===== config.mk =====
export PLATFORM = sky130hd
export DESIGN_NAME = tick_period_detector_flat
export DESIGN_NICKNAME = d
export VERILOG_FILES = /design/src/rtl/tick_period_if.sv /design/src/rtl/tick_period_detector.sv /design/src/flat_wrapper.sv
export SDC_FILE = /design/constraint.sdc
export NUM_CORES = 1
export LEC_CHECK = 0
export ABC_AREA = 1
export CAP_MARGIN = 20
export CORE_AREA = 2 2 65 67
export CTS_CLUSTER_DIAMETER = 200
export DETAILED_ROUTE_END_ITERATION = 12
export DIE_AREA = 0 0 67 69
export DONT_BUFFER_PORTS = 1
export PLACE_DENSITY = 0.6
export SLEW_MARGIN = 30
export SYNTH_ARGS = -nofsm -noshare
export SYNTH_HDL_FRONTEND = slang
export SYNTH_SLANG_ARGS = --single-unit

===== constraint.sdc =====
create_clock -name clk -period 1.9 [get_ports clk]
set_input_delay 0.38 -clock clk [delete_from_list [all_inputs] [get_ports clk]]
set_output_delay 0.38 -clock clk [all_outputs]
set_load 0.03 [all_outputs]

===== src/rtl/tick_period_if.sv =====
// tick_period_if -- bundle between a divided-tick source/observer and the
// tick_period_detector.
//   tick_in    : single-cycle tick from the divider
//   clear      : synchronous soft clear (drop lock, back to idle)
//   div_out    : recovered log2 divide
//   locked     : div_out valid and tracking
//   period_err : one-cycle pulse, interval was not a legal power of two
//   timeout    : one-cycle pulse, tick stream stopped
// master drives tick_in/clear, slave (the detector) drives the results.
interface tick_period_if #(
  parameter int CLK_DIV_SIZE = 3
);
  logic                    tick_in;
  logic                    clear;
  logic [CLK_DIV_SIZE-1:0] div_out;
  logic                    locked;
  logic                    period_err;
  logic                    timeout;

  modport master (output tick_in, clear, input div_out, locked, period_err, timeout);
  modport slave  (input tick_in, clear, output div_out, locked, period_err, timeout);
endinterface


===== src/rtl/tick_period_detector.sv =====
// tick_period_detector -- recovers the divide setting of a divided tick stream.
// Measures the clk interval P between accepted ticks, requires P to be a
// power of two no larger than MAX_P = 2^(2^CLK_DIV_SIZE-1), and locks after
// LOCK_COUNT consecutive equal intervals. div_out = log2(P) while locked.
// Ports:
//   clk  : system clock
//   rst  : synchronous active-high reset (highest priority)
//   bus  : tick_period_if.slave (tick_in, clear in; div_out, locked,
//          period_err, timeout out -- all outputs registered)
// Build option:
//   TICK_PERIOD_DET_HYST_EN : when defined, lock is only dropped after
//   LOCK_COUNT consecutive non-matching ticks; otherwise one miss drops it.
module tick_period_detector #(
  parameter int CLK_DIV_SIZE = 3,
  parameter int LOCK_COUNT   = 2
) (
  input  logic                clk,
  input  logic                rst,
  tick_period_if.slave        bus
);
  localparam int CW = 2 ** CLK_DIV_SIZE;             // interval counter width
  localparam int MW = $clog2(LOCK_COUNT + 2);        // match/miss counter width
  localparam logic [CW:0]   MAX_P   = {{CW{1'b0}}, 1'b1} << (CW - 1);
  localparam logic [CW:0]   ONE_P   = {{CW{1'b0}}, 1'b1};
  // Counter value at which a missing tick means MAX_P cycles have elapsed.
  localparam logic [CW-1:0] TMO_CNT = {1'b0, {(CW-1){1'b1}}};
  localparam logic [MW-1:0] LC_M    = MW'(LOCK_COUNT);
  localparam logic [MW-1:0] ONE_M   = {{(MW-1){1'b0}}, 1'b1};

  typedef enum logic [1:0] {IDLE, MEASURE, CHECK, LOCKED} state_t;

  state_t                  state_q, state_d;
  logic [CW-1:0]           counter_q, counter_d;
  logic [MW-1:0]           match_q, match_d;
  logic [CLK_DIV_SIZE-1:0] cand_q, cand_d;
  logic [CLK_DIV_SIZE-1:0] div_q, div_d;
  logic                    locked_q, locked_d;
  logic                    perr_q, perr_d;
  logic                    tmo_q, tmo_d;
`ifdef TICK_PERIOD_DET_HYST_EN
  logic [MW-1:0]           miss_q, miss_d;
`endif

  logic [CW:0]             p;
  logic                    p_legal;
  logic [CLK_DIV_SIZE-1:0] d;
  logic                    drop;

  always_comb begin
    p       = {1'b0, counter_q} + ONE_P;
    p_legal = (p != '0) && ((p & (p - ONE_P)) == '0) && (p <= MAX_P);
    d       = '0;
    for (int i = 0; i < CW; i++)
      if (p[i]) d = CLK_DIV_SIZE'(i);
  end

  always_comb begin
    state_d   = state_q;
    counter_d = counter_q;
    match_d   = match_q;
    cand_d    = cand_q;
    div_d     = div_q;
    perr_d    = 1'b0;
    tmo_d     = 1'b0;
    drop      = 1'b0;
`ifdef TICK_PERIOD_DET_HYST_EN
    miss_d    = miss_q;
`endif
    if (bus.clear) begin
      // Same as reset except div_out keeps the last recovered value.
      state_d   = IDLE;
      counter_d = '0;
      match_d   = '0;
`ifdef TICK_PERIOD_DET_HYST_EN
      miss_d    = '0;
`endif
    end else if (state_q == IDLE) begin
      counter_d = '0;
      if (bus.tick_in) state_d = MEASURE;    // first edge, no interval yet
    end else if (bus.tick_in) begin
      counter_d = '0;
      case (state_q)
        MEASURE: begin
          if (p_legal) begin
            cand_d  = d;
            match_d = ONE_M;
            if (LOCK_COUNT == 1) begin
              state_d = LOCKED;
              div_d   = d;
            end else begin
              state_d = CHECK;
            end
          end else begin
            perr_d = 1'b1;
          end
        end
        CHECK: begin
          if (!p_legal) begin
            perr_d  = 1'b1;
            match_d = '0;
            state_d = MEASURE;
          end else if (d == cand_q) begin
            match_d = match_q + ONE_M;
            if (match_d >= LC_M) begin
              state_d = LOCKED;
              div_d   = cand_q;
            end
          end else begin
            cand_d  = d;
            match_d = ONE_M;
          end
        end
        LOCKED: begin
          if (p_legal && d == div_q) begin
`ifdef TICK_PERIOD_DET_HYST_EN
            miss_d = '0;
`endif
          end else begin
            perr_d = !p_legal;
`ifdef TICK_PERIOD_DET_HYST_EN
            miss_d = miss_q + ONE_M;
            drop   = (miss_d >= LC_M);
`else
            drop   = 1'b1;
`endif
          end
          if (drop) begin
`ifdef TICK_PERIOD_DET_HYST_EN
            miss_d = '0;
`endif
            // The interval that caused the drop seeds the next lock attempt.
            if (p_legal) begin
              state_d = CHECK;
              cand_d  = d;
              match_d = ONE_M;
            end else begin
              state_d = MEASURE;
              match_d = '0;
            end
          end
        end
        default: state_d = IDLE;
      endcase
    end else if (counter_q == TMO_CNT) begin
      // A tick now would have been P = MAX_P; none came, so give up.
      tmo_d     = 1'b1;
      state_d   = IDLE;
      counter_d = '0;
      match_d   = '0;
`ifdef TICK_PERIOD_DET_HYST_EN
      miss_d    = '0;
`endif
    end else begin
      counter_d = counter_q + CW'(1);
    end
    locked_d = (state_d == LOCKED);
  end

  always_ff @(posedge clk) begin
    if (rst) begin
      state_q   <= IDLE;
      counter_q <= '0;
      match_q   <= '0;
      cand_q    <= '0;
      div_q     <= '0;
      locked_q  <= 1'b0;
      perr_q    <= 1'b0;
      tmo_q     <= 1'b0;
`ifdef TICK_PERIOD_DET_HYST_EN
      miss_q    <= '0;
`endif
    end else begin
      state_q   <= state_d;
      counter_q <= counter_d;
      match_q   <= match_d;
      cand_q    <= cand_d;
      div_q     <= div_d;
      locked_q  <= locked_d;
      perr_q    <= perr_d;
      tmo_q     <= tmo_d;
`ifdef TICK_PERIOD_DET_HYST_EN
      miss_q    <= miss_d;
`endif
    end
  end

  assign bus.div_out    = div_q;
  assign bus.locked     = locked_q;
  assign bus.period_err = perr_q;
  assign bus.timeout    = tmo_q;
endmodule

===== src/flat_wrapper.sv =====
// flat-port wrapper written by rule: the top's interface ports become plain ports
module tick_period_detector_flat 
#(
  parameter int CLK_DIV_SIZE = 3,
  parameter int LOCK_COUNT   = 2
)
  (clk, rst, bus_tick_in, bus_clear, bus_div_out, bus_locked, bus_period_err, bus_timeout);
  tick_period_if #(.CLK_DIV_SIZE(CLK_DIV_SIZE)) bus_i ();
  input  logic clk;
  input  logic rst;
  input wire logic [$bits(bus_i.tick_in)-1:0] bus_tick_in;
  input wire logic [$bits(bus_i.clear)-1:0] bus_clear;
  output wire logic [$bits(bus_i.div_out)-1:0] bus_div_out;
  output wire logic [$bits(bus_i.locked)-1:0] bus_locked;
  output wire logic [$bits(bus_i.period_err)-1:0] bus_period_err;
  output wire logic [$bits(bus_i.timeout)-1:0] bus_timeout;
  assign bus_i.tick_in = bus_tick_in;
  assign bus_i.clear = bus_clear;
  assign bus_div_out = bus_i.div_out;
  assign bus_locked = bus_i.locked;
  assign bus_period_err = bus_i.period_err;
  assign bus_timeout = bus_i.timeout;
  tick_period_detector #(.CLK_DIV_SIZE(CLK_DIV_SIZE), .LOCK_COUNT(LOCK_COUNT)) u_core (.clk(clk), .rst(rst), .bus(bus_i));
endmodule

=== Word-level counts from Yosys, hierarchy flattened ===
Cells that the tools add are included.

* Output and inout bits: 6
* Logic and storage cells: 89
* Input bits: 4
* Register bits: 21

* Muxes and demuxes: 41
* Order comparisons: 2
* Equal/unequal tests: 13
* Add/sub/neg operators: 4
* Reductions and logical operators: 17
* Bitwise operators: 4

{| class="wikitable"
|+ Operators with widths
! cell !! number
|-
| $mux 2 || 19
|-
| $mux 3 || 8
|-
| $reduce_and 7->1 || 2
|-
| $pmux 2 s3 || 2
|-
| $mux 1 || 10
|-
| $add 8x1->9 const B || 1
|-
| $and 9x9->9 || 1
|-
| $le 9x8->1 const B || 1
|-
| $logic_not 9->1 || 1
|-
| $pmux 3 s3 || 1
|-
| $reduce_bool 9->1 || 1
|-
| $sub 9x1->9 const B || 1
|-
| $add 8x1->8 const B || 1
|-
| $eq 8x7->1 const B || 1
|-
| $reduce_or 4->1 || 2
|-
| $eq 2x2->1 const B || 3
|-
| $eq 3x3->1 || 2
|-
| $ne 3x2->1 const B || 2
|-
| $reduce_and 5->1 || 1
|-
| $reduce_or 5->1 || 1
|-
| $ne 2x1->1 const B || 2
|-
| $ne 4x1->1 const B || 1
|-
| $reduce_or 2->1 || 2
|-
| $logic_and 1x1->1 || 3
|-
| other kinds (10) || 12
|}

=== Longest topological paths before layout ===
* Depth in word-level cells: 21
* Gate-level depth with buffers: 18
* Depth with buffers taken out: 18

=== Least setup slack after synthesis ===
No wires, ideal clock.

* Kind: register to register
* From: reg u_core.counter_q[0]
* To: reg u_core.cand_q[0]
* Clock period less this slack: 2.027 ns
* Cell stages (with the launch flop): 15
* Setup slack: -0.127 ns
* Path buffers: 0
* Arrival time: 1.957 ns
* Data required time: 1.830 ns
* Setup time: 0.070 ns
* Path through: dfxtp_1 > ha_1 > nand3_1 > inv_1 > nand2_1 > nand2_2 > inv_1 > nor2_1 > nand2_2 > xor2_1 > nand3_2 > or2_1 > nand3_2 > o21ai_1 > a21oi_1

* Word-level cells in the longest chain between the ends: 17
* Elaborated cells between the ends (all ways): 32
* Classes of those cells: 2 x add/sub; 1 x order compare; 5 x eq/ne; 17 x mux; 1 x bitwise; 6 x reduce/logical

{| class="wikitable"
|+ RTL lines
! what !! line !! RTL
|-
| start, declared || tick_period_detector.sv:33 || <nowiki>logic [CW-1:0] counter_q, counter_d;</nowiki>
|-
| start signal, assigned || tick_period_detector.sv:174 || <nowiki>counter_q <= counter_d;</nowiki>
|-
| $add 8x1->9 (*) || tick_period_detector.sv:50 || <nowiki>p = {1'b0, counter_q} + ONE_P;</nowiki>
|-
| branches (longest 16 deep; another with $sub 9x1->9) || n/a ||
|-
| end signal, assigned || tick_period_detector.sv:176 || <nowiki>cand_q <= cand_d;</nowiki>
|-
| end, declared || tick_period_detector.sv:35 || <nowiki>logic [CLK_DIV_SIZE-1:0] cand_q, cand_d;</nowiki>
|}

Mark *: on every way between the ends. The select of a mux whose other input is x is not followed.
A chain may end at the register's enable or synchronous reset.

=== Final worst setup path ===
* From: reg u_core.counter_q[1]
* To: reg u_core.div_q[2], in the netlist u_core.bus.div_out[2]

* Word-level cells in the longest chain between the ends: 10
* Elaborated cells between the ends (all ways): 17
* Classes of those cells: 2 x add/sub; 1 x order compare; 1 x eq/ne; 7 x mux; 1 x bitwise; 5 x reduce/logical

{| class="wikitable"
|+ RTL lines
! what !! line !! RTL
|-
| $add 8x1->9 (*) || tick_period_detector.sv:50 ||
|-
| branches (longest 8 deep; another with $sub 9x1->9) || n/a ||
|-
| $reduce_and 7->1 (no line) (*) || n/a ||
|-
| end signal, assigned || tick_period_detector.sv:177 || <nowiki>div_q <= div_d;</nowiki>
|-
| end, declared || tick_period_detector.sv:36 || <nowiki>logic [CLK_DIV_SIZE-1:0] div_q, div_d;</nowiki>
|}

Mark *: on every way between the ends.

==> metrics.txt <==
largest net degree at the start of global routing 12; TritonCTS buffer count 3; die area 4620 µm²; Internal about 620 µW; crit share post-route 113%; Setup crit start kind flop; Synth cell types 26; Wirelength per Cell around 12 µm; number of nets in the layout 300; WL final 4.06 mm; Mapped Avg Cell Area a little over 6 µm²; chip width ~67 µm; XOR/XNOR Fraction of Synth Area around 1.2%; Tmin final 2140 ps; Placed Area approximately 1800 µm²; Ys Warns 0; # H-tree levels 1; combinational family with the most area after synthesis simple AND/OR/NAND/NOR gates; final hold violations 0; fill count around 390; Sw Pwr around 220 µW; layout cells sized above 1 between 30% and 40%; number of antenna diodes 0; fraction of the mapped netlist area in compound gates 8.80%; Post-Syn Area about 1500 µm²; EDFF count, synth 0; vias in the first global route ~1.6k; Seq/Total Area, Yosys about 28%; top cells by area, synth dfxtp_1, nand2_1, inv_1, nor2_1, nand3_1; multiplexer share of the synthesized area 0%; GR Util All Layers ~18%; Leak 1.02 nW; 1st-iter DRT viols between 70 and 80; CORE AREA 3910 µm²; Die Y-Extent between 60 and 70 µm; area occupied by multi-input gates around 1200 µm²; GPL Wtd Cong around 0.93; PnR worst setup slack -238 ps; Max-Cap Viols 0; Area Overhead vs Synth 46.1%; CP Class flop to flop; Synth Register Bits 21; combinational group share of total power 9.6%; clock slew at reported path FFs 80 ps; Post-Synthesis Cells between 200 and 250; max-slew violations 0; Worst Setup End Kind flop; CP Max Fanout 7; Hold WC Path Type input port to flop; Least-Margin Pin Slew 351 ps; PwrDens between 300 and 400 nW/µm²; part of the power in registers 53.6%; Reg area roughly 430 µm²; Post-synth top cells nand2_1, inv_1, nor2_1, dfxtp_1, nand3_1; simple-gate area share of the yosys netlist a little under half; Clock Skews slightly below 3 ps; first-pass GRT wire length around 6.5 mm; RSZ-0062 raised after global routing yes; count of input and output buffers 0; initial antenna violation count 0; Detail Placement HPWL roughly 2.8 mm; first drt pass iteration count 4; TritonCTS clock tree yes; origin of the worst setup path u_core.counter_q[1]; Hold-fix buffers, CTS 0; total gr overflow 0; clk_lat worst skew between 200 and 300 ps; crit path DAT between 2000 and 2500 ps; WP data required around 2100 ps; count leader, synth nand2_1; violated checks negative setup slack; post-route ant nets 0; clock sink total 21; area share of the largest cell type after synthesis roughly 28%; Peak Freq between 400 and 500 MHz; post-synth top area cell dfxtp_1; Root Buffer clkbuf_8; via count about 1.6k; Primary FF master, synth dfxtp_1; FP Rows 23; peak supply drop 0.264 mV; Clk network pwr share between 30% and 40%; Async S/R FF share, synth 0%; switching share of power about 26%; Post-Synth Adder-Cell Area slightly below 6%; Rel. slew slack approximately 76%; worst flop-to-flop path startpoint u_core.counter_q[1]; hold path start rst; status complete, but fails checks; Initial Util 38.5%; Vias/cell ~5; # setup viols final 12; Net Count, Synth ~260; DRC Markers 0; fin area between 2000 and 2500 µm²; CTS max path bufs 2; hold_ws around 180 ps; Ports 10
==> what timing repair did <==
action,CTS,global route
setup buffers,10,3
setup endpoints to repair,11,12
pin swaps,26,18
resized for setup,46,20
==> metrics by stage <==
stage	std cells	power [mW]	util [%]	setup slack (ps)	TNS [ps]
finish	338	0.840	56.2	-238	-2380
floorplan	244	0.517	-	0.766	0
global placement	321	0.532	46.1	-244	-1990
CTS	335	0.846	53.2	-139	-1320
global route	338	0.883	56.2	-414	-4310
detailed placement	321	0.531	46.1	-249	-2190
==> state kept, by name, summed over array words and instances (netlist names) <==
register               count
u_core.bus.div_out         3
u_core.bus.locked          1
u_core.bus.period_err      1
u_core.bus.timeout         1
u_core.cand_q              3
u_core.counter_q           8
u_core.match_q             2
u_core.state_q             2
==> kinds of logic after synthesis <==
| group | count (synthesis) |
|---|---|
| and+or+nand+nor | 152 |
| buffers and inverters | 38 |
| AOI/OAI and AO/OA | 24 |
| DFF | 21 |
| adders and majority gates | 7 |
| xor gates and xnor gates | 2 |
==> metal layers <==
layer / wire [µm] / track usage, %
met5: 0 / 0
met4: 89 / 5.90
met3: 130 / 2.45
met2: 1990 / 28.7
met1: 1860 / 24.0
==> final cells by class <==
cell class	instances	area share (%)
inverters	37	6.42
clock buffers	4	2.05
well taps	50	2.84
multi-input cells	185	53.7
flip-flops and latches	21	19.6
repair buffers	41	15.5
==> final timing paths <==
check / slack [ps] / end / cells past startpoint
min: 180 / u_core.state_q[1] / 1
max: -240 / u_core.bus.div_out[2] / 14
max reg2reg: -240 / u_core.bus.div_out[2] / 14
min reg2reg: 490 / u_core.match_q[0] / 2
==> placed cells by master (no fill, tap or decap), drive strengths merged <==
cell type and instances:
a21boi 1, buf 41, nand3 22, xnor2 1
clkbuf 4, or2 1, nand4 6, dfxtp 21
nor3 5, o31ai 1, o21ai 13, nor2 34
a21oi 9, nand3b 3, clkinv 1, ha 7
xor2 1, inv 36, nand2 81
==> power by group through the flow <==
stage / sequential, mW / combinational [mW] / clock (mW)
floorplan: 0.461 / 0.0554 / 0
global placement: 0.463 / 0.0686 / 0
detailed placement: 0.463 / 0.0686 / 0
CTS: 0.450 / 0.0726 / 0.324
global route: 0.451 / 0.0906 / 0.341
finish: 0.450 / 0.0804 / 0.309
==> critical path: stages, from the launching register on <==
cell and delay, ps:
dfxtp_4 390, ha_4 200, nand3_2 90, inv_2 70
nand2_2 60, nand2_4 120, nand2_1 100, nand2_1 110
nand2_2 70, nor2_4 160, nand3_4 170, nor3_2 160
nand2_2 130, o21ai_1 150, a21oi_1 50
Note: power is estimated with default switching activity, not from simulation.
